## src/rtl/pcie_phy_defs_pkg.sv

```systemverilog
// Shared PHY definitions: comma symbol, default lock depth and the
// alignment FSM state encoding used by the serial front ends.
package pcie_phy_defs;

    // Comma / idle symbol, shared with the transmit-side serializer.
    localparam logic [7:0] COM_BYTE = 8'hBC;

    // Default number of back-to-back commas needed to declare lock.
    localparam int DEF_LOCK_COUNT = 4;

    typedef enum logic [1:0] {
        SEARCH  = 2'd0,
        LOCKING = 2'd1,
        ACTIVE  = 2'd2
    } align_state_t;

endpackage

```

## src/rtl/serial_paralelo_8.sv

```systemverilog
// Serial-to-parallel receive front end: hunts for the comma symbol bit by
// bit, confirms byte alignment over LOCK_COUNT consecutive commas, then
// emits one aligned byte every 8 bit clocks.
//
// Ports:
//   clk_32f                in  bit-rate clock, rising edge
//   reset                  in  synchronous, active-high
//   data_in                in  serial lane, MSB first
//   data_serial_paralelo   out aligned byte, held between boundaries
//   valid_serial_paralelo  out payload flag (locked and byte != comma)
//   active                 out alignment locked, sticky until reset
//   byte_strobe            out one-cycle pulse when outputs update
module serial_paralelo_8
    import pcie_phy_defs::*;
#(
    parameter logic [7:0] COM_BYTE   = pcie_phy_defs::COM_BYTE,
    parameter int         LOCK_COUNT = DEF_LOCK_COUNT
) (
    input  logic       clk_32f,
    input  logic       reset,
    input  logic       data_in,
    output logic [7:0] data_serial_paralelo,
    output logic       valid_serial_paralelo,
    output logic       active,
    output logic       byte_strobe
);

    localparam int CNT_W = $clog2(LOCK_COUNT + 1);
    localparam logic [CNT_W-1:0] LOCK_VAL = CNT_W'(LOCK_COUNT);

    align_state_t     r_state;
    logic [7:0]       r_shift;
    logic [2:0]       r_bit_cnt;
    logic [CNT_W-1:0] r_com_cnt;
    logic [7:0]       r_data;
    logic             r_valid;
    logic             r_active;
    logic             r_strobe;

    logic [7:0]       w_nxt;
    logic             w_is_com;
    logic             w_byte_end;
    logic [CNT_W-1:0] w_com_inc;
    logic             w_com_sat;

    // Byte as it will look once the current bit is shifted in.
    assign w_nxt      = {r_shift[6:0], data_in};
    assign w_is_com   = (w_nxt == COM_BYTE);
    assign w_byte_end = (r_bit_cnt == 3'd7);
    assign w_com_inc  = r_com_cnt + CNT_W'(1);
    assign w_com_sat  = (r_com_cnt == LOCK_VAL);

    always_ff @(posedge clk_32f) begin
        if (reset) begin
            r_state   <= SEARCH;
            r_shift   <= 8'd0;
            r_bit_cnt <= 3'd0;
            r_com_cnt <= '0;
            r_data    <= 8'd0;
            r_valid   <= 1'b0;
            r_active  <= 1'b0;
            r_strobe  <= 1'b0;
        end else begin
            r_shift  <= w_nxt;
            r_strobe <= 1'b0;

            unique case (r_state)
                SEARCH: begin
                    // Bit-level hunt: any bit position may start a byte.
                    if (w_is_com) begin
                        r_bit_cnt <= 3'd0;
                        r_com_cnt <= CNT_W'(1);
                        if (LOCK_COUNT == 1) begin
                            r_state  <= ACTIVE;
                            r_active <= 1'b1;
                        end else begin
                            r_state <= LOCKING;
                        end
                    end
                end

                LOCKING: begin
                    r_bit_cnt <= r_bit_cnt + 3'd1;
                    if (w_byte_end) begin
                        if (w_is_com) begin
                            if (!w_com_sat) begin
                                r_com_cnt <= w_com_inc;
                            end
                            if (w_com_inc == LOCK_VAL) begin
                                r_state  <= ACTIVE;
                                r_active <= 1'b1;
                            end
                        end else begin
                            // Broken comma run: resume the bit hunt.
                            r_state   <= SEARCH;
                            r_com_cnt <= '0;
                        end
                    end
                end

                ACTIVE: begin
                    // Locked: no realignment, bytes pass verbatim.
                    r_bit_cnt <= r_bit_cnt + 3'd1;
                    if (w_byte_end) begin
                        r_data   <= w_nxt;
                        r_valid  <= !w_is_com;
                        r_strobe <= 1'b1;
                    end
                end

                default: begin
                    r_state <= SEARCH;
                end
            endcase
        end
    end

    assign data_serial_paralelo  = r_data;
    assign valid_serial_paralelo = r_valid;
    assign active                = r_active;
    assign byte_strobe           = r_strobe;

endmodule

```

## config.mk

```make
export PLATFORM = sky130hd
export DESIGN_NAME = serial_paralelo_8
export DESIGN_NICKNAME = d
export VERILOG_FILES = /design/src/rtl/pcie_phy_defs_pkg.sv /design/src/rtl/serial_paralelo_8.sv
export SDC_FILE = /design/constraint.sdc
export NUM_CORES = 1
export LEC_CHECK = 0
export BUFFER_PORTS_ARGS = -buffer_cell sky130_fd_sc_hd__buf_2
export CORE_UTILIZATION = 28
export DETAILED_ROUTE_END_ITERATION = 10
export PLACE_DENSITY = 0.56
export SLEW_MARGIN = 20
export SYNTH_ARGS = -nofsm -noshare
export SYNTH_HDL_FRONTEND = slang
export SYNTH_SLANG_ARGS = --single-unit
```

## constraint.sdc

```tcl
create_clock -name clk_32f -period 1.6 [get_ports clk_32f]
set_clock_uncertainty 0.15 [all_clocks]
set_input_delay 0 -clock clk_32f [delete_from_list [all_inputs] [get_ports clk_32f]]
set_output_delay 0 -clock clk_32f [all_outputs]
set_load 0.02 [all_outputs]
```

==> flow_metrics.env <==
export IMPL_synth_cell_types=38
export IMPL_p_seq_frac=0.529
export IMPL_cp_slowest_stage_delay_ns=0.34
export IMPL_yosys_register_bits=26
export IMPL_synth_flop_cell="dfxtp_1"
export IMPL_num_fill_cells=402
export IMPL_cp_data_arrival_time_ns=1.65
export IMPL_slowest_stage="dfxtp_2"
export IMPL_rows=23
export IMPL_track_usage=0.121
export IMPL_async_reset_ff_frac=0
export IMPL_required_ns=1.63
export IMPL_layout_drive_gt1_share=0.404
export IMPL_critPathCaptureType="flip-flop"
export IMPL_via_per_inst=4.72
export IMPL_crit_buf_inv=1
export IMPL_ys_warn_count=0
export IMPL_drt_iter0_markers=33
export IMPL_wl_um=2540
export IMPL_grt_pass1_wl_um=4020
export IMPL_io_buffers=13
export IMPL_grt_pass1_vias=900
export IMPL_worstSetupPathType="reg -> reg"
export IMPL_area_delta_synth_final_pct=38.7
export IMPL_synth_avg_cell_area_um2=9.21
export IMPL_intPower_uw=994
export IMPL_fin_crit_sh=1.01
export IMPL_clockBufferDepth=2
export IMPL_pwr_share_comb=0.022
export IMPL_rsz0062_at_grt="true"
export IMPL_leakage_nw=0.691
export IMPL_core_area_mm2=0.00406
export IMPL_clk_pin_slew_ns=0.09
export IMPL_r2r_slack_ns=-0.02
export IMPL_die_w_um=67.4
export IMPL_clk_latency_ns=0.28
export IMPL_tightest_slew_ns=0.350
export IMPL_seqCellArea_um2=533
export IMPL_path_delay_family="simple AND/OR/NAND/NOR gates"
export IMPL_crit_chain="nand4b_4 -> nor4_4 -> buf_4 -> a21boi_2 -> a32o_2"
export IMPL_hold_viol=0
export IMPL_cap_viol_max_count=0
export IMPL_dr_pass1_iters=2
export IMPL_min_period_ns=1.62
export IMPL_ys_seq_area_frac=0.435
export IMPL_synth_edf_count=0
export IMPL_fin_tns_setup_ns=-0.0155
export IMPL_swShare=0.197
export IMPL_status="complete, but fails checks"
export IMPL_switchingPower_uw=244
export IMPL_num_io_pins=14
export IMPL_syn_nets=141
export IMPL_hold_path_class="reg -> reg"
export IMPL_clock_sinks=26
export IMPL_cts_root_buf="clkbuf_8"
export IMPL_cts_buffers=3
export IMPL_p_clk_frac=0.449
export IMPL_antenna_found_initial=0
export IMPL_worst_slack_ns=-0.0155
export IMPL_grt_max_degree=23
export IMPL_synth_cells=130
export IMPL_tritoncts="yes"
export IMPL_ir_drop_uv=441
export IMPL_setup_viol=1
export IMPL_gp_congestion=0.725
export IMPL_synth_area_mm2=0.00120
export IMPL_cts_htree_levels=1
export IMPL_fin_nets=173
export IMPL_wl_per_cell_um=12.1
export IMPL_cp_max_fo=6
export IMPL_slew_violations=0
export IMPL_route_vias_total=996
export IMPL_fin_total_pwr_mw=1.24
export IMPL_die_area_mm2=0.00454
export IMPL_max_freq_ghz=0.619
export IMPL_dp_hpwl_um=1760
export IMPL_slew_headroom=0.766
export IMPL_num_antenna_cells=0
export IMPL_violations="setup timing"
export IMPL_initial_core_util=0.295
export IMPL_grt_ovfl_total=0
export IMPL_die_y_um=67.4
export IMPL_antenna_left=0
export IMPL_drc_errors=0
export IMPL_multiInputGateArea_um2=729
export IMPL_critPathLaunchType="flip-flop"
export IMPL_p_per_area_mw_per_mm2=745
==> layout make-up <==
class                      count  area share
tap                           50      0.0377
inverter                       7      0.0173
clock buffer                   3      0.0249
clock inverter                 1      0.0181
multi-input combinational     90       0.439
timing repair buffer          34       0.142
sequential                    26       0.321
==> worst register-to-register path, stage by stage, from the launching register on <==
cell	delay (ns)
dfxtp_2	0.34
nand4b_4	0.21
nor4_4	0.32
buf_4	0.22
a21boi_2	0.05
a32o_2	0.23
==> repair_timing <==
action / 4_1_cts / 5_1_grt
gates resized for setup: 4 / 19
hold buffers: 2 / 0
pin swaps: 1 / 10
gates cloned: 0 / 0
hold endpoints to repair: 4 / 0
buffers inserted: 1 / 6
endpoints found under the setup margin: 7 / 12
==> cells by family (layout without fill, tap and decap cells) <==
logic type,after synthesis,count (layout),synth area share
AND/OR/NAND/NOR,51,51,0.238
adder cells (fa/ha/maj),8,8,0.0836
multiplexers,1,1,0.00836
buffers and inverters,14,45,0.0491
XOR/XNOR,1,1,0.00732
flip-flops,26,26,0.435
AO/OA/AOI/OAI,29,29,0.179
==> synth_stat cells, types with 2 or more instances <==
master	count	area (um^2)
dfxtp_1	26	521
nand2_1	21	78.8
a21oi_1	11	55.1
ha_1	8	100
nor2_1	8	30.0
nor2b_1	8	50.1
inv_1	7	26.3
clkbuf_1	4	15.0
and2_1	3	18.8
and3_1	3	18.8
a211oi_1	2	15.0
buf_2	2	10.0
o21ai_0	2	10.0
==> power groups by stage <==
stage / combinational (mW) / sequential (mW) / clock, mW
2_1_floorplan: 0.0116 / 0.669 / 0
3_3_place_gp: 0.0223 / 0.670 / 0
3_5_place_dp: 0.0227 / 0.670 / 0
4_1_cts: 0.0272 / 0.656 / 0.573
5_1_grt: 0.0302 / 0.656 / 0.605
6_report: 0.0274 / 0.655 / 0.556
==> registers in the layout, summed over array words and instances, names as in the netlist <==
| register | flops |
|---|---|
| data_serial_paralelo | 8 |
| r_shift | 7 |
| r_bit_cnt | 3 |
| r_com_cnt | 3 |
| r_state | 2 |
| active | 1 |
| byte_strobe | 1 |
| valid_serial_paralelo | 1 |
==> placed cells by master, fill, tap and decap left out, types with 2 or more instances in the layout <==
cell type / n
nand2_1: 20
dfxtp_1: 18
buf_4: 17
buf_2: 13
a21oi_1: 11
nor2b_1: 8
nor2_1: 8
dfxtp_2: 7
inv_1: 5
ha_4: 4
and3_1: 3
ha_1: 3
clkbuf_8: 3
o41ai_4: 2
a21boi_2: 2
o21ai_0: 2
a211oi_1: 2
dlygate4sd3_1: 2
buf_6: 2
==> metal layers <==
layer / GRT usage / vias up / wire length [um]
li1: - / 513 / -
met1: 0.140 / 464 / 1160
met2: 0.204 / 14 / 1260
met3: 0.0405 / 5 / 82
met4: 0.0479 / 0 / 34
met5: 0 / - / 0
==> worst paths after layout <==
kind                                         from                                    to  depth (start not counted)
max                         r_shift[5]$_SDFF_PP0_             r_com_cnt[1]$_SDFFE_PP0P_                          5
max reg2reg                 r_shift[5]$_SDFF_PP0_             r_com_cnt[1]$_SDFFE_PP0P_                          5
min          data_serial_paralelo[4]$_SDFFE_PP0P_  data_serial_paralelo[4]$_SDFFE_PP0P_                          2
min reg2reg  data_serial_paralelo[4]$_SDFFE_PP0P_  data_serial_paralelo[4]$_SDFFE_PP0P_                          2
==> stage by stage <==
step	hold slack [ns]	cell area (um^2)	instances	setup WS, ns	util
finish	0.305	1660	211	-0.0155	0.409
global route	0.329	1660	211	-0.0779	0.409
CTS	0.310	1550	205	-0.0460	0.381
detailed placement	0.182	1430	198	-0.0875	0.352
global placement	0.169	1430	198	-0.0473	0.352
floorplan	-0.0886	1260	130	0.00587	-
No activity file was read; power rests on OpenSTA's default activity.
